[config.mk]
export PLATFORM = sky130hd
export DESIGN_NAME = memory_arbiter
export DESIGN_NICKNAME = d
export VERILOG_FILES = /design/src/rtl/common_types_pkg.sv /design/src/rtl/memory_arbiter.sv
export SDC_FILE = /design/constraint.sdc
export NUM_CORES = 1
export LEC_CHECK = 0
export ABC_AREA = 1
export BUFFER_PORTS_ARGS = -buffer_cell sky130_fd_sc_hd__clkbuf_2
export CORE_MARGIN = 4
export CORE_UTILIZATION = 53
export CTS_CLUSTER_SIZE = 30
export DETAILED_ROUTE_END_ITERATION = 6
export PLACE_DENSITY = 0.85
export SYNTH_ARGS = -nofsm -noshare
export SYNTH_HDL_FRONTEND = slang
export SYNTH_SLANG_ARGS = --single-unit
[constraint.sdc]
create_clock -name clk -period 2.85 [get_ports clk]
set_input_delay 0.285 -clock clk [delete_from_list [all_inputs] [get_ports clk]]
set_output_delay 0.285 -clock clk [all_outputs]
set_load 0.01 [all_outputs]
[src/rtl/common_types_pkg.sv]
// Shared type definitions for the memory arbiter: FSM states and grant kinds.
package common_types_pkg;

  typedef enum logic [1:0] {
    ARB_IDLE,
    ARB_ACCESS,
    ARB_RESP
  } arb_state_t;

  typedef enum logic {
    GRANT_I,
    GRANT_D
  } arb_grant_t;

endpackage : common_types_pkg

[src/rtl/memory_arbiter.sv]
// Shares one single-port synchronous RAM between the instruction-fetch and data
// ports; data has fixed priority, and every access takes RAM_LAT cycles plus a response cycle.
module memory_arbiter
  import common_types_pkg::*;
#(
  parameter int unsigned RAM_LAT = 1,
  parameter int unsigned ADDR_W  = 32,
  parameter int unsigned DATA_W  = 32
) (
  input  logic                clk,
  input  logic                rst,
  input  logic                iren,
  input  logic [ADDR_W-1:0]   iaddr,
  output logic [DATA_W-1:0]   iload,
  output logic                iwait,
  input  logic                dren,
  input  logic [DATA_W/8-1:0] dwen,
  input  logic [ADDR_W-1:0]   daddr,
  input  logic [DATA_W-1:0]   dstore,
  output logic [DATA_W-1:0]   dload,
  output logic                dwait,
  output logic [ADDR_W-1:0]   ram_addr,
  output logic                ram_ren,
  output logic [DATA_W/8-1:0] ram_wen,
  output logic [DATA_W-1:0]   ram_wdata,
  input  logic [DATA_W-1:0]   ram_rdata
);

  localparam int unsigned BE_W  = DATA_W / 8;
  localparam int unsigned CNT_W = $clog2(RAM_LAT + 1);

  arb_state_t          state_q;
  arb_grant_t          kind_q;
  logic [CNT_W-1:0]    cnt_q;
  logic [ADDR_W-1:0]   addr_q;
  logic [BE_W-1:0]     wen_q;
  logic [DATA_W-1:0]   wdata_q;
  logic                ram_ren_q;
  logic [BE_W-1:0]     ram_wen_q;
  logic [DATA_W-1:0]   iload_q;
  logic [DATA_W-1:0]   dload_q;

  logic d_pend;
  logic match_i, match_d;
  logic hit_i, hit_d;
  logic req_i, req_d;
  logic grant;

  always_comb begin
    d_pend  = dren | (|dwen);
    match_i = iren && (iaddr == addr_q);
    match_d = d_pend && (daddr == addr_q) && (dwen == wen_q) && (dstore == wdata_q);
    hit_i   = (state_q == ARB_RESP) && (kind_q == GRANT_I) && match_i;
    hit_d   = (state_q == ARB_RESP) && (kind_q == GRANT_D) && match_d;
    // Only the requester that just hit is excluded; an unmatched one may re-grant at once.
    req_i   = iren && !hit_i;
    req_d   = d_pend && !hit_d;
    grant   = (state_q != ARB_ACCESS) && (req_i || req_d);
  end

  always_ff @(posedge clk) begin
    if (rst) begin
      state_q   <= ARB_IDLE;
      kind_q    <= GRANT_I;
      cnt_q     <= '0;
      addr_q    <= '0;
      wen_q     <= '0;
      wdata_q   <= '0;
      ram_ren_q <= 1'b0;
      ram_wen_q <= '0;
      iload_q   <= '0;
      dload_q   <= '0;
    end else begin
      case (state_q)
        ARB_ACCESS: begin
          ram_wen_q <= '0;
          if (cnt_q == '0) begin
            ram_ren_q <= 1'b0;
            state_q   <= ARB_RESP;
          end else begin
            cnt_q <= cnt_q - CNT_W'(1);
          end
        end
        default: begin
          if (hit_i) iload_q <= ram_rdata;
          if (hit_d) dload_q <= ram_rdata;
          if (grant) begin
            cnt_q   <= CNT_W'(RAM_LAT - 1);
            state_q <= ARB_ACCESS;
            if (req_d) begin
              kind_q    <= GRANT_D;
              addr_q    <= daddr;
              wen_q     <= dwen;
              wdata_q   <= dstore;
              ram_ren_q <= ~|dwen;
              ram_wen_q <= dwen;
            end else begin
              kind_q    <= GRANT_I;
              addr_q    <= iaddr;
              wen_q     <= '0;
              wdata_q   <= '0;
              ram_ren_q <= 1'b1;
              ram_wen_q <= '0;
            end
          end else begin
            state_q <= ARB_IDLE;
          end
        end
      endcase
    end
  end

  assign ram_addr  = addr_q;
  assign ram_wdata = wdata_q;
  assign ram_ren   = ram_ren_q;
  assign ram_wen   = ram_wen_q;

  assign iwait = iren && !hit_i;
  assign dwait = d_pend && !hit_d;
  assign iload = hit_i ? ram_rdata : iload_q;
  assign dload = hit_d ? ram_rdata : dload_q;

endmodule : memory_arbiter

==> summary.log, run 1 <==
INFO  logic_synthesis post_synth_num_cell_types=26
INFO  setup_path     setup.worst_path.class=register to primary output
INFO  setup_path     worst_ep_arrival_time=2.47ns
INFO  logic_synthesis netlist_top_cells_count=nand2_1 (319), nor2_1 (194), inv_1 (180)
INFO  drt            drt-pass1-iter-count=6
INFO  placed_design  placement.setup.worst_slack=0.234ns
INFO  sta            timing.clock.skew=0.00909ns
INFO  global_route   antenna_found_initial=0
INFO  sta            layout_min_cycle_time=2.76ns
INFO  logic_synthesis synthTopCellsByArea=dfxtp_1 (38%), nand2_1 (16%), nor2_1 (9.8%)
INFO  cells_and_area area_growth_syn_to_layout=31.1%
INFO  clock_network  worstSkewPairLatency=0.43ns
INFO  logic_synthesis syn-num-nets=1314
INFO  sta            fin_ws=0.0944ns
INFO  cells_and_area layout-drive-gt1-share=26.1%
INFO  clock_network  htree_levels=4
INFO  cells_and_area insertedDiodeCount=0
INFO  power_and_ir_drop cellPowerDensity=582mW/mm^2
INFO  logic_synthesis synth_enable_flop_cells=0
INFO  drt            routed_wire_length_per_instance=15.1microns
INFO  power_and_ir_drop cellLeakagePower=5.07nW
INFO  setup_path     timing.reg2reg.worst_path_depth=13
INFO  drt            wl=24500microns
INFO  logic_synthesis synth.yosys.warnings=0
INFO  power_and_ir_drop peakVddDrop=0.388mV
INFO  setup_path     worstPathRequired=2.57ns
INFO  floorplanning  fp-row-count=42
INFO  placed_design  port-buffer-count=270
INFO  clock_network  cts-root-buf=clkbuf_16
INFO  logic_synthesis ys_dominant_reg_cell=dfxtp_1
INFO  hold_path      whs_path_depth=3
INFO  clock_network  tritoncts.num_buffers=17
INFO  sta            finalHoldViolCount=0
INFO  sta            timing.final.setup_violations=0
INFO  sta            fmax=363MHz
INFO  logic_synthesis synth.cell_area=0.00742sqmm
INFO  sta            max-slew-margin-rel=51.3%
INFO  floorplanning  die_width=126microns
INFO  cells_and_area count_of_nets_after_finishing=1575
INFO  cells_and_area final.fill_count=1166
INFO  floorplanning  fp.dieArea=0.0160sqmm
INFO  setup_path     crit_fanout=16
INFO  logic_synthesis synthArstFlopShare=0%
INFO  logic_synthesis synth_top_area_cell=dfxtp_1
INFO  logic_synthesis yosys.cell_count.top_type=nand2_1
INFO  logic_synthesis netlist.area_leader.share=37.7%
INFO  job            maxcap_viol_count=0
INFO  sta            hold_slack=0.121ns
INFO  drt            ant_nets=0
INFO  drt            route.vias.total=8290
INFO  logic_synthesis postSynthCellCount=1178
INFO  logic_synthesis yosysSeqAreaShare=37.7%
INFO  floorplanning  floorplan.initialDensity=55.0%
INFO  clock_network  cts_tree=done
INFO  run_status     status=completed
INFO  global_route   grt_max_degree=70
INFO  global_route   grt_pass1_wl=37200microns
INFO  drt            drt_iter0_markers=721
INFO  logic_synthesis syn-mean-instance-area=6.30squm
INFO  setup_path     startpoint_type=register
INFO  floorplanning  pin_count=271
INFO  clock_network  clockBufferDepth=2
INFO  drt            route.detailed.drc=0
INFO  sta            layout_worst_path_cycle_share=96.7%
INFO  clock_network  cts.reportedPaths.clkPinSlew=0.06ns
INFO  floorplanning  floorplan.core_area=0.0135sqmm
INFO  sta            final_max_slew_viol_count=0
INFO  global_route   grt_util_all_layers=29.0%
INFO  logic_synthesis postSynthRegisterBits=140
INFO  drt            viasPerCell=5.09
INFO  global_route   first_global_vias=7580
INFO  sta            worst_pin_slew=0.731ns
INFO  global_route   gr-total-overflow=0
INFO  setup_path     end_kind=primary output
INFO  placed_design  last_weighted_congestion_value_of_the_routability_driven_placer=0.936
INFO  clock_network  cts.sink_count=140
INFO  floorplanning  die_height=126microns
INFO  sta            grt_setup_unrepaired=yes
INFO  hold_path      hold_class=input pin to register
INFO  placed_design  hpwl=17700microns
## metal layers
metal  track usage, %  wire (microns)
met2             47.8           11400
met5                0               0
met4             12.4             869
met1             35.1            9700
met3             8.62            2490
## worst max-delay path: stages (launching register included)
cell and delay (ns):
dfxtp_1 0.34, xnor2_1 0.39, nand2_1 0.14, nor2_1 0.12, nand2_1 0.06, nor2_1 0.20
nand3_4 0.19, clkbuf_16 0.25, o21ai_2 0.18, clkbuf_2 0.17
## cells in the final DEF (no fill, tap or decap), drive strengths merged
cell type  count
clkbuf       293
xnor2         15
nor3           6
xor2          16
inv          195
o21ai        105
bufinv         5
nand2        322
clkinv         3
buf           22
or2            7
nand3b         2
nand3         49
a21oi         42
dfxtp        140
nor2         194
a211oi        32
nand4          4
## final timing paths
check,startpoint,endpoint,slack [ns]
setup / recovery,ram_addr[22],dload[28],0.09
hold / removal,dstore[16],ram_wdata[16],0.12
setup reg to reg,ram_addr[22],ram_addr[1],0.30
hold reg to reg,ram_wen[1],ram_wen[1],0.47
## power breakdown
group / internal [W] / total [W] / switching [W]
Combinational: 0.000374 / 0.00101 / 0.000633
Sequential: 0.00208 / 0.00221 / 0.000127
Clock: 0.00157 / 0.00245 / 0.000883
## state kept, by name, summed over array words and instances (netlist names)
| register | count |
|---|---|
| dload_q | 32 |
| ram_wen | 4 |
| kind_q | 1 |
| state_q | 2 |
| ram_ren | 1 |
| ram_wdata | 32 |
| ram_addr | 32 |
| iload_q | 32 |
| wen_q | 4 |
## cell families (layout without fill, tap and decap cells)
logic type             Yosys count  in the layout  share of synthesized area (%)
AND/OR/NAND/NOR                584            584                           31.0
buffers and inverters          244            518                           13.4
AO/OA/AOI/OAI                  179            179                           14.2
flip-flops                     140            140                           37.7
XOR/XNOR                        31             31                           3.66
## final cells by class
class | instances | area, sq um | area share [%]
Inverter | 191 | 743 | 7.63
Tap cell | 176 | 220 | 2.26
Clock inverter | 11 | 178 | 1.83
Timing Repair inverter | 1 | 8.76 | 0.0900
Clock buffer | 21 | 480 | 4.94
Multi-Input combinational cell | 794 | 3680 | 37.8
Sequential cell | 140 | 2810 | 28.8
Timing Repair Buffer | 294 | 1620 | 16.6
## through the flow
stage          util, %  power, W  instance area (sq um)  setup TNS [ns]  cells
3_5_place_dp      66.1   0.00322                   8930               0   1591
5_1_grt           72.1   0.00592                   9730         -0.0156   1628
2_1_floorplan        -   0.00282                   7420               0   1178
6_report          72.1   0.00567                   9730               0   1628
3_3_place_gp      66.1   0.00321                   8930               0   1591
4_1_cts           71.1   0.00567                   9600               0   1623
## repair_timing
action,4_1_cts,5_1_grt
pin swaps,0,1
endpoints found under the setup margin,27,53
hold buffers,0,0
cloned,0,4
resized for setup,3,26
buffers inserted,0,1
No activity file was read; power rests on OpenSTA's default activity.
==> run 2: changes to the inputs <==
--- a/config.mk
+++ b/config.mk
@@ -16,2 +16,3 @@
 export SYNTH_HDL_FRONTEND = slang
 export SYNTH_SLANG_ARGS = --single-unit
+export TNS_END_PERCENT = 100
==> constraint.sdc (replaced) <==
create_clock -name clk -period 2.85 [get_ports clk]
set_input_delay 0.57 -clock clk [delete_from_list [all_inputs] [get_ports clk]]
set_output_delay 0.57 -clock clk [all_outputs]
set_load 0.01 [all_outputs]
==> summary.log, run 2 (synthesized netlist as in run 1, its figures left out) <==
INFO  cells_and_area final.fill_count=911 [was 1166]
INFO  floorplanning  floorplan.core_area=0.0135sqmm [unchanged]
INFO  global_route   grt_pass1_wl=38200microns [was 37200 microns]
INFO  sta            fin_ws=-0.195ns [was 0.0944 ns]
INFO  global_route   grt_max_degree=70 [unchanged]
INFO  global_route   first_global_vias=7545 [was 7580]
INFO  drt            route.vias.total=9060 [was 8290]
INFO  setup_path     worst_setup_path_startpoint=ram_wdata[0] [was ram_addr[22]]
INFO  global_route   antenna_found_initial=0 [unchanged]
INFO  sta            worst_pin_slew=0.751ns [was 0.731 ns]
INFO  setup_path     end_kind=primary output [unchanged]
INFO  sta            fmax=328MHz [was 363 MHz]
INFO  power_and_ir_drop cellLeakagePower=5.38nW [was 5.07 nW]
INFO  drt            route.detailed.drc=0 [unchanged]
INFO  clock_network  tritoncts.num_buffers=17 [unchanged]
INFO  sta            final_max_slew_viol_count=0 [unchanged]
INFO  cells_and_area insertedDiodeCount=0 [unchanged]
INFO  clock_network  htree_levels=4 [unchanged]
INFO  placed_design  placed_cell_area=0.00898sqmm [was 0.00893 sq mm]
INFO  floorplanning  die_height=126microns [unchanged]
INFO  run_status     failing_checks=setup timing
INFO  floorplanning  floorplan.initialDensity=55.0% [unchanged]
INFO  sta            timing.clock.skew=0.0140ns [was 0.00909 ns]
INFO  sta            layout_min_cycle_time=3.04ns [was 2.76 ns]
INFO  setup_path     reg2reg_from=ram_wdata[0] [was ram_addr[22]]
INFO  placed_design  port-buffer-count=270 [unchanged]
INFO  sta            timing.final.setup_violations=58 [was 0]
INFO  placed_design  placement.setup.worst_slack=-0.0295ns [was 0.234 ns]
INFO  setup_path     startpoint_type=register [unchanged]
INFO  setup_path     worstSetupEndpoint=dload[27] [was dload[28]]
INFO  run_status     status=finished with violations [was completed]
INFO  setup_path     timing.reg2reg.worst_path_depth=17 [was 13]
INFO  sta            hold_slack=0.406ns [was 0.121 ns]
INFO  setup_path     setup.worst_path.class=register to primary output [unchanged]
INFO  drt            viasPerCell=5.48 [was 5.09]
INFO  cells_and_area leading_cell_types_in_the_layout_fill_and_taps_excluded=nand2_1 (297), clkbuf_2 (219), inv_1 (171), nor2_1 (164), dfxtp_1 (104) [was nand2_1 (319), clkbuf_2 (270), nor2_1 (191), inv_1 (179), dfxtp_1 (137)]
INFO  setup_path     worstPathRequired=2.28ns [was 2.57 ns]
INFO  drt            drt-pass1-iter-count=6 [unchanged]
INFO  clock_network  cts.reportedPaths.clkPinSlew=0.06ns [about the same]
INFO  sta            layout_worst_path_cycle_share=107% [was 96.7%]
INFO  hold_path      hold_class=input pin to register [unchanged]
INFO  cells_and_area count_of_nets_after_finishing=1600 [was 1575]
INFO  setup_path     worst_ep_arrival_time=2.47ns [about the same]
INFO  drt            drt_iter0_markers=1294 [was 721]
INFO  sta            max-slew-margin-rel=49.9% [was 51.3%]
INFO  placed_design  hpwl=18100microns [was 17700 microns]
INFO  job            maxcap_viol_count=0 [unchanged]
INFO  clock_network  clockBufferDepth=2 [unchanged]
INFO  clock_network  cts_tree=done [unchanged]
INFO  clock_network  cts.sink_count=140 [unchanged]
INFO  cells_and_area area_growth_syn_to_layout=43.8% [was 31.1%]
INFO  global_route   gr-total-overflow=0 [unchanged]
INFO  power_and_ir_drop cellPowerDensity=525mW/mm^2 [was 582 mW/mm^2]
INFO  drt            routed_wire_length_per_instance=18.0microns [was 15.1 microns]
INFO  setup_path     regToRegEndpoint=wen_q[1] [was ram_addr[1]]
INFO  floorplanning  pin_count=271 [unchanged]
INFO  floorplanning  fp-row-count=42 [unchanged]
INFO  clock_network  cts-hold-fix-buffers=0 [unchanged]
INFO  clock_network  cts-root-buf=clkbuf_16 [unchanged]
INFO  global_route   grt_util_all_layers=29.8% [was 29.0%]
INFO  floorplanning  die_width=126microns [unchanged]
INFO  floorplanning  fp.dieArea=0.0160sqmm [unchanged]
INFO  drt            wl=29700microns [was 24500 microns]
INFO  setup_path     crit_fanout=7 [was 16]
INFO  sta            grt_setup_unrepaired=yes [unchanged]
INFO  cells_and_area layout-drive-gt1-share=35.2% [was 26.1%]
INFO  setup_path     r2r_setup_slack=0.06ns [was 0.30 ns]
INFO  placed_design  last_weighted_congestion_value_of_the_routability_driven_placer=0.935 [was 0.936]
INFO  cells_and_area final_area=0.0107sqmm [was 0.00973 sq mm]
INFO  clock_network  worstSkewPairLatency=0.44ns [was 0.43 ns]
INFO  cells_and_area most_common_cell_after_layout_fill_and_taps_aside=nand2_1 [unchanged]
INFO  sta            finalHoldViolCount=0 [unchanged]
INFO  power_and_ir_drop peakVddDrop=0.438mV [was 0.388 mV]
INFO  drt            ant_nets=0 [unchanged]
-- run 2: worst min-delay path by stage --
stage / start / endpoint / slack, ns / cells past startpoint
floorplan: wen_q[2] / wen_q[2] / 0.44 / 2
global placement: ram_wen[0] / ram_wen[0] / 0.45 / 2
detailed placement: ram_wen[1] / ram_wen[1] / 0.46 / 2
CTS: dstore[16] / ram_wdata[16] / 0.40 / 3
global route: dstore[14] / ram_wdata[14] / 0.41 / 3
finish: dstore[16] / ram_wdata[16] / 0.41 / 3
-- run 2: per-stage QoR --
stage / instances / setup TNS (ns) / total power, W / util, %
2_1_floorplan: 1178 / 0 / 0.00282 / -
3_3_place_gp: 1591 / 0 / 0.00322 / 66.5
3_5_place_dp: 1591 / -0.330 / 0.00324 / 66.5
4_1_cts: 1627 / -0.810 / 0.00548 / 72.0
5_1_grt: 1653 / -10.49 / 0.00581 / 79.0
6_report: 1653 / -4.70 / 0.00561 / 79.0
-- run 2: report_power, final --
group / switching [W] / internal [W]
registers: 0.000137 / 0.00209
logic: 0.000683 / 0.000418
clock network: 0.000915 / 0.00136
total: 0.00173 / 0.00387
-- run 2: final cells by class --
class	count	area (sq um)	area share [%]
multi-input cells	795	4140	38.8
flip-flops and latches	140	2870	26.9
repair buffers	319	2120	19.8
inverters	191	726	6.80
clock buffers	20	467	4.37
well taps	176	220	2.06
clock inverters	12	138	1.29
-- run 2: worst max-delay path, stage by stage, from the launching register on --
cell,delay (ns)
dfxtp_2,0.35
inv_1,0.05
nand2_1,0.05
nand2_1,0.13
nor2_1,0.13
nand2_1,0.06
nor2_2,0.14
nand2_2,0.09
nor2_4,0.18
nand3_4,0.22
buf_12,0.23
o21ai_1,0.20
buf_2,0.19
-- run 2: what timing repair did --
| action | in CTS | in global routing |
|---|---|---|
| setup endpoints to repair | 51 | 69 |
| gates resized for setup | 33 | 228 |
| setup buffers | 2 | 16 |
| pin swaps | 2 | 31 |
| gates cloned | 2 | 11 |
-- run 2: per-layer routing --
layer,global-route usage (%),routed length [microns]
met4,13.0,1680
met5,0,0
met1,39.0,10900
met3,6.39,3090
met2,47.4,14000
